### src/rtl/fixed_point_unit_seq.sv
// rtl/fixed_point_unit_seq.sv - handshaked iterative signed fixed-point unit (ADD/SUB/MUL/DIV/SQRT)
module fixed_point_unit_seq #(
    parameter int WIDTH    = 32,
    parameter int FBITS    = 10,
    parameter bit SATURATE = 1'b1
) (
    input  logic             clk,
    input  logic             reset,
    input  logic             start,
    input  logic [2:0]       operation,
    input  logic [WIDTH-1:0] operand_1,
    input  logic [WIDTH-1:0] operand_2,
    output logic             busy,
    output logic [WIDTH-1:0] result,
    output logic             ready,
    output logic             overflow,
    output logic             invalid
);
    // DW: width of the scaled dividend / radicand; SW: width of the square root
    localparam int DW = WIDTH + FBITS;
    localparam int SW = DW / 2;
    localparam int RW = SW + 2;
    localparam int CW = $clog2(DW + 1);

    localparam logic [CW-1:0] CNT_ONE    = CW'(1);
    localparam logic [CW-1:0] MUL_ITERS  = CW'(WIDTH);
    localparam logic [CW-1:0] MUL_LAST   = CW'(WIDTH - 1);
    localparam logic [CW-1:0] DIV_ITERS  = CW'(DW);
    localparam logic [CW-1:0] SQRT_ITERS = CW'(SW);

    localparam logic [WIDTH-1:0]   MAX_POS  = {1'b0, {(WIDTH-1){1'b1}}};
    localparam logic [WIDTH-1:0]   MAX_NEG  = {1'b1, {(WIDTH-1){1'b0}}};
    localparam logic [2*WIDTH-1:0] MUL_HALF = {{(2*WIDTH-1){1'b0}}, 1'b1} << (FBITS - 1);

    localparam logic [2:0] OP_ADD  = 3'd0;
    localparam logic [2:0] OP_SUB  = 3'd1;
    localparam logic [2:0] OP_MUL  = 3'd2;
    localparam logic [2:0] OP_DIV  = 3'd3;
    localparam logic [2:0] OP_SQRT = 3'd4;

    typedef enum logic [2:0] {
        S_IDLE,
        S_ADDSUB,
        S_MUL,
        S_DIV,
        S_SQRT,
        S_DONE
    } state_t;

    state_t r_state;
    state_t w_next_state;

    logic [2:0]         r_op;
    logic [WIDTH-1:0]   r_a;
    logic [WIDTH-1:0]   r_b;
    logic [CW-1:0]      r_cnt;

    logic [2*WIDTH-1:0] r_acc;
    logic [2*WIDTH-1:0] r_mcand;
    logic [WIDTH-1:0]   r_mplier;

    logic [DW-1:0]      r_div_num;
    logic [DW-1:0]      r_quo;
    logic [WIDTH-1:0]   r_div_d;
    logic [WIDTH-1:0]   r_div_rem;

    logic [DW-1:0]      r_sq_rad;
    logic [RW-1:0]      r_sq_rem;
    logic [SW-1:0]      r_root;

    logic [WIDTH-1:0]   r_result;
    logic               r_ovf;
    logic               r_inv;

    logic               w_accept;
    logic               w_iter_done;
    logic [WIDTH-1:0]   w_abs_a;
    logic [WIDTH-1:0]   w_abs_b;

    logic [WIDTH:0]     w_sum;
    logic               w_add_ovf;

    logic [2*WIDTH-1:0] w_mul_rnd;
    logic [WIDTH-FBITS:0] w_mul_hi;
    logic               w_mul_ovf;

    logic [WIDTH:0]     w_div_trial;
    logic [WIDTH:0]     w_div_diff;
    logic               w_div_ge;
    logic               w_div_neg;
    logic               w_div_zero;
    logic [WIDTH-1:0]   w_q_low;
    logic               w_div_ovf;
    logic [WIDTH-1:0]   w_div_wrap;

    logic [RW-1:0]      w_sq_cat;
    logic [RW-1:0]      w_sq_trial;
    logic [RW-1:0]      w_sq_diff;
    logic               w_sq_ge;

    logic               w_unused;

    // Clamp to the signed range when saturating, otherwise pass the wrapped value
    function automatic logic [WIDTH-1:0] f_clamp(input logic ovf, input logic neg,
                                                 input logic [WIDTH-1:0] wrapped);
        if (ovf && SATURATE) begin
            return neg ? MAX_NEG : MAX_POS;
        end
        return wrapped;
    endfunction

    assign busy     = (r_state != S_IDLE) && (r_state != S_DONE);
    assign ready    = (r_state == S_DONE);
    assign result   = r_result;
    assign overflow = r_ovf;
    assign invalid  = r_inv;

    assign w_accept = start && !busy;
    assign w_abs_a  = operand_1[WIDTH-1] ? -operand_1 : operand_1;
    assign w_abs_b  = operand_2[WIDTH-1] ? -operand_2 : operand_2;

    // ADD/SUB one bit wider than the operands so the carry into the sign is visible
    assign w_sum     = (r_op == OP_SUB) ? ({r_a[WIDTH-1], r_a} - {r_b[WIDTH-1], r_b})
                                        : ({r_a[WIDTH-1], r_a} + {r_b[WIDTH-1], r_b});
    assign w_add_ovf = w_sum[WIDTH] ^ w_sum[WIDTH-1];

    // MUL: round half-up, then everything above the taken field must be sign extension
    assign w_mul_rnd = r_acc + MUL_HALF;
    assign w_mul_hi  = w_mul_rnd[2*WIDTH-1:WIDTH+FBITS-1];
    assign w_mul_ovf = !((&w_mul_hi) || !(|w_mul_hi));

    // DIV: one restoring step per cycle on magnitudes
    assign w_div_trial = {r_div_rem, r_div_num[DW-1]};
    assign w_div_ge    = (w_div_trial >= {1'b0, r_div_d});
    assign w_div_diff  = w_div_trial - {1'b0, r_div_d};
    assign w_div_neg   = r_a[WIDTH-1] ^ r_b[WIDTH-1];
    assign w_div_zero  = ~|r_b;
    assign w_q_low     = r_quo[WIDTH-1:0];
    // a negative quotient may reach exactly 2^(WIDTH-1), a positive one may not
    assign w_div_ovf   = (|r_quo[DW-1:WIDTH]) ||
                         (w_div_neg ? (w_q_low[WIDTH-1] && (|w_q_low[WIDTH-2:0]))
                                    : w_q_low[WIDTH-1]);
    assign w_div_wrap  = w_div_neg ? -w_q_low : w_q_low;

    // SQRT: bring down the next bit pair and try subtracting (root<<2)|1
    assign w_sq_cat   = {r_sq_rem[RW-3:0], r_sq_rad[DW-1:DW-2]};
    assign w_sq_trial = {r_root, 2'b01};
    assign w_sq_ge    = (w_sq_cat >= w_sq_trial);
    assign w_sq_diff  = w_sq_cat - w_sq_trial;

    // Bits that are provably zero or discarded by design
    assign w_unused = ^{r_sq_rem[RW-1:RW-2], w_div_diff[WIDTH], w_mul_rnd[FBITS-1:0]};

    // State register
    always_ff @(posedge clk or negedge reset) begin
        if (!reset) begin
            r_state <= S_IDLE;
        end else begin
            r_state <= w_next_state;
        end
    end

    // Next-state: dispatch on accept, leave an iterative state once its count is reached
    always_comb begin
        w_next_state = r_state;
        w_iter_done  = 1'b0;
        case (r_state)
            S_IDLE, S_DONE: begin
                w_next_state = S_IDLE;
                if (start) begin
                    case (operation)
                        OP_MUL:  w_next_state = S_MUL;
                        OP_DIV:  w_next_state = S_DIV;
                        OP_SQRT: w_next_state = S_SQRT;
                        default: w_next_state = S_ADDSUB;
                    endcase
                end
            end
            S_ADDSUB: w_next_state = S_DONE;
            S_MUL: begin
                w_iter_done = (r_cnt == MUL_ITERS);
                if (w_iter_done) w_next_state = S_DONE;
            end
            S_DIV: begin
                w_iter_done = (r_cnt == DIV_ITERS);
                if (w_iter_done) w_next_state = S_DONE;
            end
            S_SQRT: begin
                w_iter_done = (r_cnt == SQRT_ITERS);
                if (w_iter_done) w_next_state = S_DONE;
            end
            default: w_next_state = S_IDLE;
        endcase
    end

    // Datapath: latch and seed iterators on accept, iterate, then commit result and flags
    always_ff @(posedge clk or negedge reset) begin
        if (!reset) begin
            r_op      <= 3'd0;
            r_a       <= '0;
            r_b       <= '0;
            r_cnt     <= '0;
            r_acc     <= '0;
            r_mcand   <= '0;
            r_mplier  <= '0;
            r_div_num <= '0;
            r_quo     <= '0;
            r_div_d   <= '0;
            r_div_rem <= '0;
            r_sq_rad  <= '0;
            r_sq_rem  <= '0;
            r_root    <= '0;
            r_result  <= '0;
            r_ovf     <= 1'b0;
            r_inv     <= 1'b0;
        end else if (w_accept) begin
            r_op      <= operation;
            r_a       <= operand_1;
            r_b       <= operand_2;
            r_cnt     <= '0;
            r_acc     <= '0;
            r_mcand   <= {{WIDTH{operand_1[WIDTH-1]}}, operand_1};
            r_mplier  <= operand_2;
            r_div_num <= {w_abs_a, {FBITS{1'b0}}};
            r_quo     <= '0;
            r_div_d   <= w_abs_b;
            r_div_rem <= '0;
            r_sq_rad  <= {operand_1, {FBITS{1'b0}}};
            r_sq_rem  <= '0;
            r_root    <= '0;
            r_ovf     <= 1'b0;
            r_inv     <= 1'b0;
        end else begin
            case (r_state)
                S_ADDSUB: begin
                    if (r_op == OP_ADD || r_op == OP_SUB) begin
                        r_result <= f_clamp(w_add_ovf, w_sum[WIDTH], w_sum[WIDTH-1:0]);
                        r_ovf    <= w_add_ovf;
                    end else begin
                        r_result <= '0;
                        r_inv    <= 1'b1;
                    end
                end
                S_MUL: begin
                    if (!w_iter_done) begin
                        // the multiplier MSB carries negative weight in two's complement
                        if (r_mplier[0]) begin
                            r_acc <= (r_cnt == MUL_LAST) ? (r_acc - r_mcand) : (r_acc + r_mcand);
                        end
                        r_mcand  <= {r_mcand[2*WIDTH-2:0], 1'b0};
                        r_mplier <= {1'b0, r_mplier[WIDTH-1:1]};
                        r_cnt    <= r_cnt + CNT_ONE;
                    end else begin
                        r_result <= f_clamp(w_mul_ovf, w_mul_rnd[2*WIDTH-1],
                                            w_mul_rnd[WIDTH+FBITS-1:FBITS]);
                        r_ovf    <= w_mul_ovf;
                    end
                end
                S_DIV: begin
                    if (!w_iter_done) begin
                        r_div_rem <= w_div_ge ? w_div_diff[WIDTH-1:0] : w_div_trial[WIDTH-1:0];
                        r_quo     <= {r_quo[DW-2:0], w_div_ge};
                        r_div_num <= {r_div_num[DW-2:0], 1'b0};
                        r_cnt     <= r_cnt + CNT_ONE;
                    end else if (w_div_zero) begin
                        r_result <= r_a[WIDTH-1] ? MAX_NEG : MAX_POS;
                        r_inv    <= 1'b1;
                    end else begin
                        r_result <= f_clamp(w_div_ovf, w_div_neg, w_div_wrap);
                        r_ovf    <= w_div_ovf;
                    end
                end
                S_SQRT: begin
                    if (!w_iter_done) begin
                        r_sq_rem <= w_sq_ge ? w_sq_diff : w_sq_cat;
                        r_root   <= {r_root[SW-2:0], w_sq_ge};
                        r_sq_rad <= {r_sq_rad[DW-3:0], 2'b00};
                        r_cnt    <= r_cnt + CNT_ONE;
                    end else if (r_a[WIDTH-1]) begin
                        r_result <= '0;
                        r_inv    <= 1'b1;
                    end else begin
                        r_result <= {{(WIDTH-SW){1'b0}}, r_root};
                    end
                end
                default: ;
            endcase
        end
    end
endmodule

### config.mk
export PLATFORM = sky130hd
export DESIGN_NAME = fixed_point_unit_seq
export DESIGN_NICKNAME = d
export VERILOG_FILES = /design/src/rtl/fixed_point_unit_seq.sv
export SDC_FILE = /design/constraint.sdc
export NUM_CORES = 2
export LEC_CHECK = 0
export ABC_AREA = 1
export BUFFER_PORTS_ARGS = -buffer_cell sky130_fd_sc_hd__buf_2
export CORE_MARGIN = 2
export CORE_UTILIZATION = 60
export CTS_BUF_LIST = sky130_fd_sc_hd__clkbuf_4 sky130_fd_sc_hd__clkbuf_8 sky130_fd_sc_hd__clkbuf_16
export DETAILED_ROUTE_END_ITERATION = 10
export PLACE_DENSITY = 0.78
export SYNTH_ARGS = -nofsm -noshare
export SYNTH_HDL_FRONTEND = slang
export SYNTH_SLANG_ARGS = --single-unit
### constraint.sdc
create_clock -name clk -period 5 [get_ports clk]
set_clock_uncertainty 0.05 [all_clocks]
set_input_delay 0.75 -clock clk [delete_from_list [all_inputs] [get_ports clk]]
set_output_delay 0.75 -clock clk [all_outputs]
set_load 0.01 [all_outputs]
==> run metrics <==
type of origin of the critical path flop; Fin. Hold Viols 0; worst setup path end r_acc[42]$_DFFE_PN0P_; row cnt 89; Avg Synthesized Cell Area 6.83 sq um; setup TNS 0 ns; most frequent cells in the layout nand2_1 (1253), inv_1 (644), nor2_1 (575); largest net degree at the start of global routing 145; CTS Root Cell clkbuf_16; PwrDens 757 nW/um^2; initial antenna violation count 5; routability cong. 1.11; sequential share of power 0.228; max cap viols 0; LEAKAGE 19.4 nW; total gr overflow 0; fin cells roughly 6100; gr usage total 0.404; period utilization 0.942; Setup crit end kind flop; Synth-to-Final Area Change 8.99%; Cells after Synth 5277; crit path kind reg2reg; CTS tree done; data required time of the worst path 5.45 ns; status finished clean; PortBufs 105; vias in the first global route 34840; Highest Signal Layer met5; Pins Over Slew Limit 0; combinational share of power 0.624; Initial Util 0.608; Placed Cells 6026; met3 WL 12400 um; Skew-Pair Late Insertion Delay 0.64 ns; Pint roughly 14 mW; final hold slack 0.0797 ns; post-synthesis sequential area ratio 0.334; Num Clock Sinks 481; DP Worst Slack about 0.33 ns; die extent in x 249 um; Setup WS post-layout approximately 0.3 ns; io pins 106; drt first pass iters 7; area of the core between 50000 and 60000 sq um; FF+latch count, synth 481; DR iter-0 viols 4350; Crit path arrival time 5.15 ns; layout cells sized above 1 0.0646; post-DP HPWL 98100 um; Routed WL per cell 20.8 um; Final setup viols 0; yosys synthesis warning count 0; residual DRC count 0; first-pass GRT wire length slightly below 200000 um; WL met2 56000 um; Worst-Margin Slew between 1 and 1.5 ns; nets@finish 5543; total nets after synthesis ~5500; DIE AREA 62000 sq um; Period minus WS final 4.71 ns; Die H roughly 250 um; fin area 39300 sq um; reg2reg start r_cnt[0]$_DFFE_PN0P_; number of distinct library cells after synthesis 56; remaining antenna violation count 0; routed vias 37209; Hold/Removal Path Class in2async; Post-Syn Area 36000 sq um; CTS buffer count 54; clock network power share 0.148; reg-to-reg endpoint r_acc[42]$_DFFE_PN0P_; Switch Pwr 16.0 mW; Power, Total 29.7 mW; Worst-path clk slew 0.06 ns; M1 WL 51900 um; fin util 0.663; crit path from r_cnt[0]$_DFFE_PN0P_; routed wire length 128000 um; FILL cells between 5000 and 6000; Slew HR 0.210; peak supply drop 518 uV; most common cell after layout, fill and taps aside nand2_1; worst reg2reg setup slack 0.29 ns; clk buf depth 3; Sw Ratio 0.538; worst r2r path cells 21; htree depth 2; Area after DPL 37200 sq um; Vias/cell 6.07; fmax 212 MHz; CP max FO 14
power groups by stage:
| stage | clock network, mW | registers, mW | logic [mW] |
|---|---|---|---|
| floorplan | 0 | 6.26 | 12.9 |
| global placement | 0 | 6.70 | 17.8 |
| detailed placement | 0 | 6.74 | 17.9 |
| CTS | 4.41 | 6.69 | 18.0 |
| global route | 4.57 | 6.87 | 20.4 |
| finish | 4.40 | 6.77 | 18.5 |
worst min-delay path by stage:
stage	endpoint	from	cells past startpoint
finish	r_quo[39]$_DFFE_PN0P_	reset	1
global route	r_quo[41]$_DFFE_PN0P_	reset	1
CTS	r_quo[39]$_DFFE_PN0P_	reset	1
detailed placement	r_a[7]$_DFFE_PN0P_	r_a[7]$_DFFE_PN0P_	2
global placement	r_a[13]$_DFFE_PN0P_	r_a[13]$_DFFE_PN0P_	2
floorplan	invalid$_DFFE_PN0P_	reset	0
synth_stat cells (all sizes together):
library cell	number	area, sq um
nand2	1264	4780
inv	657	2470
nor2	597	2320
dfrtp	481	12000
o21ai	424	2130
nand3	359	1810
a21oi	341	1710
xor2	176	1540
ha	160	2000
clkbuf	117	439
o22ai	95	594
nor3	77	400
xnor2	64	561
buf	63	338
nand4	60	375
a31oi	49	307
o211ai	46	345
nor4	37	231
a21o	25	188
o21bai	23	173
or2	23	144
a221oi	18	158
o311ai	16	140
o31ai	15	113
a211oi	13	97.6
o21a	13	97.6
o221ai	13	114
a21boi	9	67.6
nand3b	9	67.6
a22oi	8	60.1
and2	4	25.0
a41oi	3	26.3
clkinv	3	11.3
fa	3	60.1
a2bb2oi	2	17.5
and3	2	12.5
o2111ai	2	17.5
o221a	2	22.5
a311oi	1	8.76
a32o	1	10.0
nor3b	1	7.51
o41ai	1	8.76
sequential cells by signal (all words and copies together), names as in the netlist, 31 cells and up:
| name | cells |
|---|---|
| r_sq_rad | 32 |
| r_quo | 42 |
| r_a | 32 |
| r_acc | 64 |
| r_mcand | 64 |
| r_div_num | 32 |
| r_mplier | 32 |
| r_b | 32 |
| r_div_d | 31 |
| r_div_rem | 32 |
| result | 32 |
kinds of logic (layout without fill, tap and decap cells):
group | count (synthesis) | in the layout | synth area share
other | 0 | 4 | 0
AO/OA/AOI/OAI | 1120 | 1120 | 0.178
flip-flops | 481 | 481 | 0.334
XOR/XNOR | 240 | 240 | 0.0583
adder cells (fa/ha/maj) | 163 | 163 | 0.0572
AND/OR/NAND/NOR | 2433 | 2433 | 0.282
buffers and inverters | 840 | 919 | 0.0903
final cells by class:
cell class	count	area (sq um)	area share
multi-input cells	3956	20800	0.530
flip-flops and latches	481	12000	0.306
inverters	660	2480	0.0632
clock buffers	76	1590	0.0405
repair buffers	157	988	0.0252
well taps	773	967	0.0246
clock inverters	26	367	0.00934
diodes	4	10.0	0.000255
worst max-delay path: stages (launching register included):
cell and delay [ns]:
dfrtp_1 0.41, ha_1 0.20, inv_1 0.06, nor3_1 0.28
nand2_1 0.32, buf_4 0.29, nand2_1 0.07, o21ai_0 0.15
fa_1 0.43, inv_1 0.08, nand2_1 0.06, o21ai_1 0.26
a21boi_0 0.28, o21bai_1 0.28, a21oi_1 0.22, o21a_1 0.24
o21ai_0 0.43, nand2_1 0.15, nand2_1 0.09, nand2_1 0.05
nand3_1 0.07, nand2_1 0.07
routing by layer:
| metal | GRT usage | vias up |
|---|---|---|
| met1 | 0.549 | 17366 |
| met5 | 0 | - |
| met3 | 0.0632 | 376 |
| li1 | - | 17576 |
| met2 | 0.627 | 1889 |
| met4 | 0.205 | 2 |
timing repair:
item	CTS	global route
hold buffers	0	0
setup buffers	0	1
gates resized for setup	0	24
setup endpoints to repair	0	45
Note: power is estimated with default switching activity, not from simulation.
